[src/rtl/dpram_port_b_master_if.sv]
// Port B bus of the shared dual-port RAM. The master issues reads and writes;
// the slave (the RAM) returns read data one cycle after a read enable.
interface dpram_port_b_master_if #(
    parameter int unsigned data_width_g = 8,
    parameter int unsigned addr_width_g = 14
);
    logic                    ram_cs_b;
    logic                    ram_we_b;
    logic [addr_width_g-1:0] ram_ad_b;
    logic [data_width_g-1:0] ram_d_b;
    logic [data_width_g-1:0] ram_q_b;

    modport master (
        output ram_cs_b,
        output ram_we_b,
        output ram_ad_b,
        output ram_d_b,
        input  ram_q_b
    );

    modport slave (
        input  ram_cs_b,
        input  ram_we_b,
        input  ram_ad_b,
        input  ram_d_b,
        output ram_q_b
    );
endinterface

[src/rtl/dpram_port_b_master.sv]
// Port B initiator for the shared dual-port RAM: accepts HPS download writes,
// fills the whole RAM with a constant, or reads back a region and reports a
// 16-bit additive checksum. All outputs are registered.
module dpram_port_b_master #(
    parameter int unsigned data_width_g = 8,
    parameter int unsigned addr_width_g = 14
) (
    input  logic                    clk_sys,
    input  logic                    reset_n,
    input  logic                    dl_active,
    input  logic                    dl_wr,
    input  logic [addr_width_g-1:0] dl_addr,
    input  logic [data_width_g-1:0] dl_data,
    output logic                    dl_wait,
    input  logic                    start_clear,
    input  logic [data_width_g-1:0] fill_value,
    input  logic                    start_sum,
    input  logic [addr_width_g:0]   sum_len,
    output logic [15:0]             sum,
    output logic                    busy,
    output logic                    done,
    dpram_port_b_master_if.master   ram_b
);

    // Only the low 16 bits of a RAM word contribute to the checksum.
    localparam int unsigned q_width = (data_width_g < 16) ? data_width_g : 16;
    localparam logic [addr_width_g:0] last_addr = {1'b0, {addr_width_g{1'b1}}};

    typedef enum logic [2:0] {StIdle, StClear, StSumRd, StSumLast, StFinish} state_t;

    state_t                  state_q;
    logic [addr_width_g:0]   cnt_q;      // one bit wider so a full-depth job ends cleanly
    logic [addr_width_g:0]   len_q;
    logic [data_width_g-1:0] fill_q;
    logic                    is_sum_q;
    logic [15:0]             acc_q;
    logic                    q_valid_q;  // ram_q_b holds data for a read issued last cycle
    logic                    cs_q;
    logic                    we_q;
    logic [addr_width_g-1:0] ad_q;
    logic [data_width_g-1:0] d_q;
    logic [15:0]             q16;

    assign ram_b.ram_cs_b = cs_q;
    assign ram_b.ram_we_b = we_q;
    assign ram_b.ram_ad_b = ad_q;
    assign ram_b.ram_d_b  = d_q;

    // Zero-extend or truncate the read datum to the checksum width.
    always_comb begin
        q16 = '0;
        q16[q_width-1:0] = ram_b.ram_q_b[q_width-1:0];
    end

    // Job sequencer with registered bus and status outputs.
    always_ff @(posedge clk_sys or negedge reset_n) begin
        if (!reset_n) begin
            state_q   <= StIdle;
            cnt_q     <= '0;
            len_q     <= '0;
            fill_q    <= '0;
            is_sum_q  <= 1'b0;
            acc_q     <= '0;
            q_valid_q <= 1'b0;
            cs_q      <= 1'b0;
            we_q      <= 1'b0;
            ad_q      <= '0;
            d_q       <= '0;
            sum       <= '0;
            busy      <= 1'b0;
            done      <= 1'b0;
            dl_wait   <= 1'b0;
        end else begin
            done      <= 1'b0;
            q_valid_q <= cs_q;
            if (q_valid_q) begin
                acc_q <= acc_q + q16;
            end
            unique case (state_q)
                StIdle: begin
                    cs_q <= 1'b0;
                    we_q <= dl_wr && !dl_wait;
                    if (dl_wr && !dl_wait) begin
                        ad_q <= dl_addr;
                        d_q  <= dl_data;
                    end
                    if (!dl_active && !busy) begin
                        if (start_clear) begin
                            state_q  <= StClear;
                            busy     <= 1'b1;
                            dl_wait  <= 1'b1;
                            cnt_q    <= '0;
                            fill_q   <= fill_value;
                            is_sum_q <= 1'b0;
                        end else if (start_sum) begin
                            state_q  <= (sum_len == '0) ? StFinish : StSumRd;
                            busy     <= 1'b1;
                            dl_wait  <= 1'b1;
                            cnt_q    <= '0;
                            len_q    <= sum_len;
                            acc_q    <= '0;
                            is_sum_q <= 1'b1;
                        end
                    end
                end
                StClear: begin
                    cs_q  <= 1'b0;
                    we_q  <= 1'b1;
                    ad_q  <= cnt_q[addr_width_g-1:0];
                    d_q   <= fill_q;
                    cnt_q <= cnt_q + 1'b1;
                    if (cnt_q == last_addr) begin
                        state_q <= StFinish;
                    end
                end
                StSumRd: begin
                    cs_q  <= 1'b1;
                    we_q  <= 1'b0;
                    ad_q  <= cnt_q[addr_width_g-1:0];
                    cnt_q <= cnt_q + 1'b1;
                    if (cnt_q == len_q - 1'b1) begin
                        state_q <= StSumLast;
                    end
                end
                StSumLast: begin
                    cs_q    <= 1'b0;
                    we_q    <= 1'b0;
                    state_q <= StFinish;
                end
                StFinish: begin
                    cs_q    <= 1'b0;
                    we_q    <= 1'b0;
                    done    <= 1'b1;
                    busy    <= 1'b0;
                    dl_wait <= 1'b0;
                    // The last read datum arrives on this edge, so fold it in directly.
                    if (is_sum_q) begin
                        sum <= acc_q + (q_valid_q ? q16 : 16'd0);
                    end
                    state_q <= StIdle;
                end
                default: begin
                    cs_q    <= 1'b0;
                    we_q    <= 1'b0;
                    state_q <= StIdle;
                end
            endcase
        end
    end

endmodule

[src/flat_wrapper.sv]
// flat-port wrapper written by rule: the top's interface ports become plain ports
module dpram_port_b_master_flat 
#(
    parameter int unsigned data_width_g = 8,
    parameter int unsigned addr_width_g = 14
)
  (clk_sys, reset_n, dl_active, dl_wr, dl_addr, dl_data, dl_wait, start_clear, fill_value, start_sum, sum_len, sum, busy, done, ram_b_ram_cs_b, ram_b_ram_we_b, ram_b_ram_ad_b, ram_b_ram_d_b, ram_b_ram_q_b);
  dpram_port_b_master_if #(.data_width_g(data_width_g), .addr_width_g(addr_width_g)) ram_b_i ();
  input  logic clk_sys;
  input  logic reset_n;
  input  logic dl_active;
  input  logic dl_wr;
  input  logic [addr_width_g-1:0] dl_addr;
  input  logic [data_width_g-1:0] dl_data;
  output logic dl_wait;
  input  logic start_clear;
  input  logic [data_width_g-1:0] fill_value;
  input  logic start_sum;
  input  logic [addr_width_g:0] sum_len;
  output logic [15:0] sum;
  output logic busy;
  output logic done;
  output wire logic [$bits(ram_b_i.ram_cs_b)-1:0] ram_b_ram_cs_b;
  output wire logic [$bits(ram_b_i.ram_we_b)-1:0] ram_b_ram_we_b;
  output wire logic [$bits(ram_b_i.ram_ad_b)-1:0] ram_b_ram_ad_b;
  output wire logic [$bits(ram_b_i.ram_d_b)-1:0] ram_b_ram_d_b;
  input wire logic [$bits(ram_b_i.ram_q_b)-1:0] ram_b_ram_q_b;
  assign ram_b_ram_cs_b = ram_b_i.ram_cs_b;
  assign ram_b_ram_we_b = ram_b_i.ram_we_b;
  assign ram_b_ram_ad_b = ram_b_i.ram_ad_b;
  assign ram_b_ram_d_b = ram_b_i.ram_d_b;
  assign ram_b_i.ram_q_b = ram_b_ram_q_b;
  dpram_port_b_master #(.data_width_g(data_width_g), .addr_width_g(addr_width_g)) u_core (.clk_sys(clk_sys), .reset_n(reset_n), .dl_active(dl_active), .dl_wr(dl_wr), .dl_addr(dl_addr), .dl_data(dl_data), .dl_wait(dl_wait), .start_clear(start_clear), .fill_value(fill_value), .start_sum(start_sum), .sum_len(sum_len), .sum(sum), .busy(busy), .done(done), .ram_b(ram_b_i));
endmodule
[config.mk]
export PLATFORM = sky130hd
export DESIGN_NAME = dpram_port_b_master_flat
export DESIGN_NICKNAME = d
export VERILOG_FILES = /design/src/rtl/dpram_port_b_master_if.sv /design/src/rtl/dpram_port_b_master.sv /design/src/flat_wrapper.sv
export SDC_FILE = /design/constraint.sdc
export NUM_CORES = 1
export LEC_CHECK = 0
export ABC_AREA = 1
export BUFFER_PORTS_ARGS = -buffer_cell sky130_fd_sc_hd__buf_2
export CAP_MARGIN = 20
export CORE_MARGIN = 1.5
export CORE_UTILIZATION = 42
export CTS_CLUSTER_DIAMETER = 30
export CTS_CLUSTER_SIZE = 16
export DETAILED_ROUTE_END_ITERATION = 6
export HOLD_SLACK_MARGIN = 0.15
export PLACE_DENSITY = 0.65
export SLEW_MARGIN = 30
export SYNTH_ARGS = -nofsm -noshare
export SYNTH_HDL_FRONTEND = slang
export SYNTH_SLANG_ARGS = --single-unit
[constraint.sdc]
create_clock -name clk_sys -period 2.7 [get_ports clk_sys]
set_input_delay 0.27 -clock clk_sys [delete_from_list [all_inputs] [get_ports clk_sys]]
set_output_delay 0.27 -clock clk_sys [all_outputs]
set_load 0.02 [all_outputs]
==> flow_metrics.tcl, run 1 <==
set metrics [dict create \
    async_reset_ff_share_pct 100 \
    seqCellArea_mm2 0.00253 \
    grt_pass1_vias 5030 \
    critical_path.max_stage_delay_ps 450 \
    cp_slowest_cell "dfrtp_1" \
    cp_cell_sequence "nand2_1, inv_1, ha_1, nand3_1, nand3_1, a21oi_1, o21ai_0, nand2_1, nand2_1, or2_2, nand3_1, nand2_1" \
    mostFrequentLayoutCell "nand2_1" \
    cts_buffer_depth 2 \
    synth_simple_gate_area_share_pct 27.5 \
    routed_wl_mm 13.3 \
    track_usage_pct 20.3 \
    synth.avg_cell_area_um2 7.71 \
    die_h_um 120 \
    max_freq_ghz 0.443 \
    met1_length_mm 6.27 \
    rsz0062_at_grt "no" \
    tritoncts.num_buffers 9 \
    met2_length_mm 6.40 \
    grt_max_degree 42 \
    setup_tns_ps 0 \
    synth_edf_count 0 \
    syn_to_final_growth_pct 20.7 \
    max-slew-margin-rel_pct 48.4 \
    crit_fanout 7 \
    syn_area_mm2 0.00572 \
    power_density_mw_per_mm2 1150 \
    synth_top_family_by_area "simple AND/OR/NAND/NOR gates" \
    rr_startpoint "u_core.q_valid_q" \
    total_power_mw 7.96 \
    syn_nets 820 \
    r2r_setup_slack_ps 440 \
    hp-class "primary input to flip-flop" \
    path_delay_family "simple AND/OR/NAND/NOR gates" \
    num_antenna_cells 0 \
    vias 5107 \
    final-hold-violation-count 0 \
    finalMaxSlewViolations 0 \
    period_share_pct 83.5 \
    crit_arrival_ps 2490 \
    grt_pass1_wl_mm 23.4 \
    core_area_mm2 0.0132 \
    yosysSeqAreaShare_pct 44.2 \
    row_count 42 \
    setup_violations 0 \
    die_area_mm2 0.0143 \
    clk_latency_ps 350 \
    drc 0 \
    drive_above_1_share_pct 17.6 \
    endpoint_kind "flip-flop" \
    synth_xor_area_share_pct 3.98 \
    dp_slack_ps 456 \
    initial_core_util_pct 43.2 \
    numClockSinks 101 \
    htreeDepth 3 \
    fillers 1355 \
    r2r_end "u_core.sum[9]" \
    mostFrequentLayoutCells "210 x nand2_1, 101 x dfrtp_1, 100 x buf_2" \
    synth_compound_area_share_pct 11.2 \
    status "finished clean" \
    vias_per_cell 4.91 \
    wl_met3_um 431 \
    power.leakage_nw 3.51 \
    postRouteAntennaNets 0 \
    critPathBufInv 1 \
    tightestPinTransition_ps 773 \
    postCtsSetupBuffers 0 \
    cp.depth 12 \
    dieWidth_um 120 \
    cpMostUsedCell "nand2_1" \
    multi_input_area_mm2 0.00280 \
    synth.area.mux_share_pct 1.58 \
    rr_worst_depth 12 \
    dp.cells 1009 \
    worstSetupPathType "flip-flop to flip-flop" \
    whs_ps 160 \
    synth_fa_ha_area_share_pct 4.64 \
    top_layer "met4" \
    whs_path_depth 2 \
    ctsResizeCount 0 \
    start_kind "flip-flop" \
    syn-instance-count 741 \
    period_needed_ps 2260 \
    cp.required_ps 2940 \
    instances_no_fill 1041 \
    yosys_most_used_dff "dfrtp_1" \
    io_buffers 101 \
    worst_slack_ps 445 \
    wl_per_cell_um 12.8 \
    hp-start "fill_value[3]" \
    hpwl_mm 10.0 \
    nets 939 \
    clk_pin_slew_ps 70 \
    ir_worst_vdd_mv 0.525 \
    finClkSkew_ps 9.61 \
    yosysWarnings 0 \
    num_io_pins 102 \
    netlist.area_leader.share_pct 44.2 \
    cts_hold_buf 16 \
    synth.area.top_cells "dfrtp_1 44%, nand2_1 14%, inv_1 5.4%" \
    drtIter0Drc 226 \
    gp_congestion 0.852 \
    min_to "u_core.fill_q[3]" \
    clock-root-buffer "clkbuf_16" \
    ys_seq_elements 101 \
    antenna_found_initial 0 \
    yosysTopAreaCell "dfrtp_1" \
    drv_cap 0 \
    yosysUniqueCellTypes 42 \
    grt_overflow 0 \
    dr.pass1.iters 4 \
    tritoncts "built" \
]
-- worst max path at each step --
stage,startpoint,endpoint,slack [ps]
after floorplan,u_core.q_valid_q,u_core.sum[12],40
after global placement,u_core.q_valid_q,u_core.sum[12],510
after detailed placement,u_core.q_valid_q,u_core.sum[12],460
after CTS,u_core.q_valid_q,u_core.sum[9],440
after global routing,u_core.q_valid_q,u_core.sum[13],170
final,u_core.q_valid_q,u_core.sum[9],440
-- metal layers --
layer  vias up  track usage, %
met5         -               0
met1      2347            26.3
met2        92            34.6
met4         0            7.89
met3        14            2.61
li1       2654               -
-- cell families after synthesis --
kind of cell,count (synthesis)
AOI/OAI and AO/OA,115
xor gates and xnor gates,26
adders and majority gates,20
buffers and inverters,103
DFF,101
muxes,8
and+or+nand+nor,368
-- where the power goes --
group | internal (mW) | switching (mW) | total (mW)
combinational | 1.45 | 2.46 | 3.91
clock | 0.722 | 0.585 | 1.31
sequential | 2.21 | 0.529 | 2.74
total | 4.38 | 3.57 | 7.96
-- metrics by stage --
stage               area, µm²  util [%]
floorplan                5720         -
global route             6900      52.1
global placement         6450      48.7
detailed placement       6450      48.7
CTS                      6900      52.1
finish                   6900      52.1
-- cells in the mapped netlist (all sizes together), types with 3 or more instances --
cell / number
dfrtp: 101
nand2: 215
nand3: 44
nor4: 4
o21bai: 3
xor2: 12
a21oi: 28
o21ai: 51
xnor2: 14
ha: 18
nand3b: 4
mux2: 8
nand4: 8
nor3: 12
nor2: 78
buf: 6
clkbuf: 11
a31oi: 24
inv: 85
-- cell type report --
type	instances	area share, %
multi-input cells	537	40.5
repair buffers	125	10.7
flip-flops and latches	101	36.6
clock inverters	5	0.888
well taps	176	3.19
inverters	86	4.68
clock buffers	11	3.37
-- state kept, by name, summed over array words and instances, names as in the netlist --
name	cells
u_core.dl_wait	1
u_core.ram_b.ram_we_b	1
u_core.len_q	15
u_core.fill_q	8
u_core.ram_b.ram_ad_b	14
u_core.q_valid_q	1
u_core.ram_b.ram_d_b	8
u_core.state_q	3
u_core.ram_b.ram_cs_b	1
u_core.acc_q	16
u_core.done	1
u_core.is_sum_q	1
u_core.sum	16
u_core.cnt_q	15
Power figures use the tool's default switching activity.
==> inputs of run 2 (changes only) <==
- clock period: 2.7 -> 2 ns (I/O delays scaled with it)
==> flow_metrics.tcl, run 2 (same netlist as run 1, synthesis figures left out) <==
set metrics [dict create \
    syn_to_final_growth_pct 34.8 \
    cpMostUsedCell "nand2_1" \
    initial_core_util_pct 43.2 \
    cp_slowest_cell "dfrtp_1" \
    grtUsageMet2_pct 34.3 \
    mostFrequentLayoutCells "206 x nand2_1, 100 x buf_2, 100 x dfrtp_1" \
    drv_cap 0 \
    tritoncts "built" \
    max_freq_ghz 0.495 \
    rsz0062_at_grt "yes" \
    met3_usage_pct 2.85 \
    worstSetupPathType "flip-flop to flip-flop" \
    switching_share_pct 44.2 \
    clk_latency_ps 350 \
    cts_buffer_depth 2 \
    die_area_mm2 0.0143 \
    rr_startpoint "u_core.q_valid_q" \
    vias 5410 \
    reg_top3 "u_core.acc_q x16, u_core.sum x16" \
    whs_ps 232 \
    numClockSinks 101 \
    total_power_mw 11.6 \
    nets 1008 \
    ir_worst_vdd_mv 0.560 \
    dr.pass1.iters 7 \
    crit_start "u_core.q_valid_q" \
    track_usage_pct 20.9 \
    hp-class "primary input to flip-flop" \
    drc 0 \
    violations "setup timing" \
    hp-start "dl_wr" \
    placed_area_mm2 0.00670 \
    hpwl_mm 10.2 \
    core_area_mm2 0.0132 \
    grt_max_degree 37 \
    finalMaxSlewViolations 0 \
    power.leakage_nw 3.86 \
    grt_pass1_vias 5148 \
    finClkSkew_ps 5.37 \
    critPathBufInv 4 \
    cp.required_ps 2230 \
    final_area_mm2 0.00771 \
    postRouteAntennaNets 0 \
    grtUsageMet1_pct 28.4 \
    endpoint_kind "flip-flop" \
    path_delay_family "adder cells" \
    tritoncts.num_buffers 9 \
    io_buffers 101 \
    mostFrequentLayoutCell "nand2_1" \
    p_int_mw 6.45 \
    row_count 42 \
    antenna_found_initial 0 \
    switchingPower_mw 5.10 \
    p_clk_share_pct 15.1 \
    num_io_pins 102 \
    drive_above_1_share_pct 25.2 \
    clock-root-buffer "clkbuf_16" \
    crit_fanout 4 \
    final-hold-violation-count 0 \
    p_comb_share_pct 52.7 \
    endpoint "u_core.sum[8]" \
    power_density_mw_per_mm2 1500 \
    top_usage_layer "met2" \
    setup_violations 3 \
    crit_arrival_ps 2250 \
    seqPwrFrac_pct 32.1 \
    num_antenna_cells 0 \
    start_kind "flip-flop" \
    wl_per_cell_um 12.9 \
    cp_cell_sequence "nand2_1, inv_1, ha_2, inv_2, fa_2, inv_2, nand2_1, nand2_1, a21oi_2, o21ai_2, buf_4, xor2_1, o21ai_1" \
    grt_overflow 0 \
    status "finished, violations left" \
    rr_worst_depth 13 \
    clk_pin_slew_ps 70 \
    period_needed_ps 2020 \
    routed_wl_mm 14.3 \
    cp.depth 13 \
    r2r_end "u_core.sum[8]" \
    htreeDepth 3 \
    worst_slack_ps -20.5 \
    drtIter0Drc 235 \
    tightestPinTransition_ps 572 \
    critical_path.max_stage_delay_ps 400 \
    setup_tns_ps -24.0 \
    dieWidth_um 120 \
    period_share_pct 101 \
    grt_pass1_wl_mm 24.2 \
    r2r_setup_slack_ps -20 \
    gp_congestion 0.858 \
    die_h_um 120 \
    max-slew-margin-rel_pct 61.5 \
    vias_per_cell 4.88 \
]
[run 2: cell types whose count changed in the layout (fill, tap and decap cells not counted), moves of 4 or more]
cell / delta
buf_4: +36
ha_2: +4
a21oi_2: +5
nor2_1: -11
a21oi_1: -5
nor2_2: +5
nand2_1: -4
ha_1: -7
nand3_2: +6
o21ai_1: +9
nor2_4: +6
nand3_1: -6
dlygate4sd3_1: +31
o21ai_0: -11
[run 2: repair_timing]
item | 4_1_cts | 5_1_grt
hold endpoints to repair | 80 | 0
setup buffers | 2 | 11
pin swaps | 2 | 14
endpoints found under the setup margin | 4 | 22
resized for setup | 2 | 48
hold buffers | 47 | 0
[run 2: layer usage]
| layer | up-vias | share of wire (%) |
|---|---|---|
| met2 | 103 | 48 |
| met3 | 19 | 3.2 |
| met5 | - | 0 |
| met1 | 2492 | 47 |
| met4 | 0 | 1.8 |
| li1 | 2796 | - |
[run 2: worst min-delay path by stage]
stage	to	slack, ps	cells past startpoint
CTS	u_core.ram_b.ram_ad_b[0]	220	4
finish	u_core.ram_b.ram_ad_b[0]	230	4
detailed placement	u_core.sum[3]	210	1
global placement	u_core.sum[3]	220	1
global route	u_core.ram_b.ram_ad_b[0]	240	4
floorplan	u_core.acc_q[0]	-100	0
[run 2: worst min-delay path, delay by kind of cell]
kind,cells,cell delay [ps]
simple gates,3,280
buf+inv,1,80
[run 2: layout make-up]
type | instances | area [µm²]
flip-flops and latches | 101 | 2530
clock buffers | 9 | 225
well taps | 176 | 220
inverters | 86 | 323
repair buffers | 194 | 1350
fillers | 1240 | 5530
multi-input cells | 537 | 3000
clock inverters | 6 | 63.8
[run 2: power groups by stage]
| stage | clock network (mW) | logic [mW] | registers [mW] |
|---|---|---|---|
| final | 1.75 | 6.09 | 3.71 |
| after detailed placement | 0 | 5.69 | 3.71 |
| after global routing | 1.88 | 6.88 | 3.85 |
| after floorplan | 0 | 3.58 | 4.10 |
| after CTS | 1.80 | 5.82 | 3.67 |
| after global placement | 0 | 5.62 | 3.69 |
[run 2: metrics by stage]
stage          std cells  utilization (%)  setup slack [ps]
4_1_cts             1098             56.5              3.92
6_report            1109             58.2             -20.5
3_3_place_gp        1034             50.6             -20.4
5_1_grt             1109             58.2              -228
3_5_place_dp        1034             50.6             -42.8
2_1_floorplan        741                -              -103
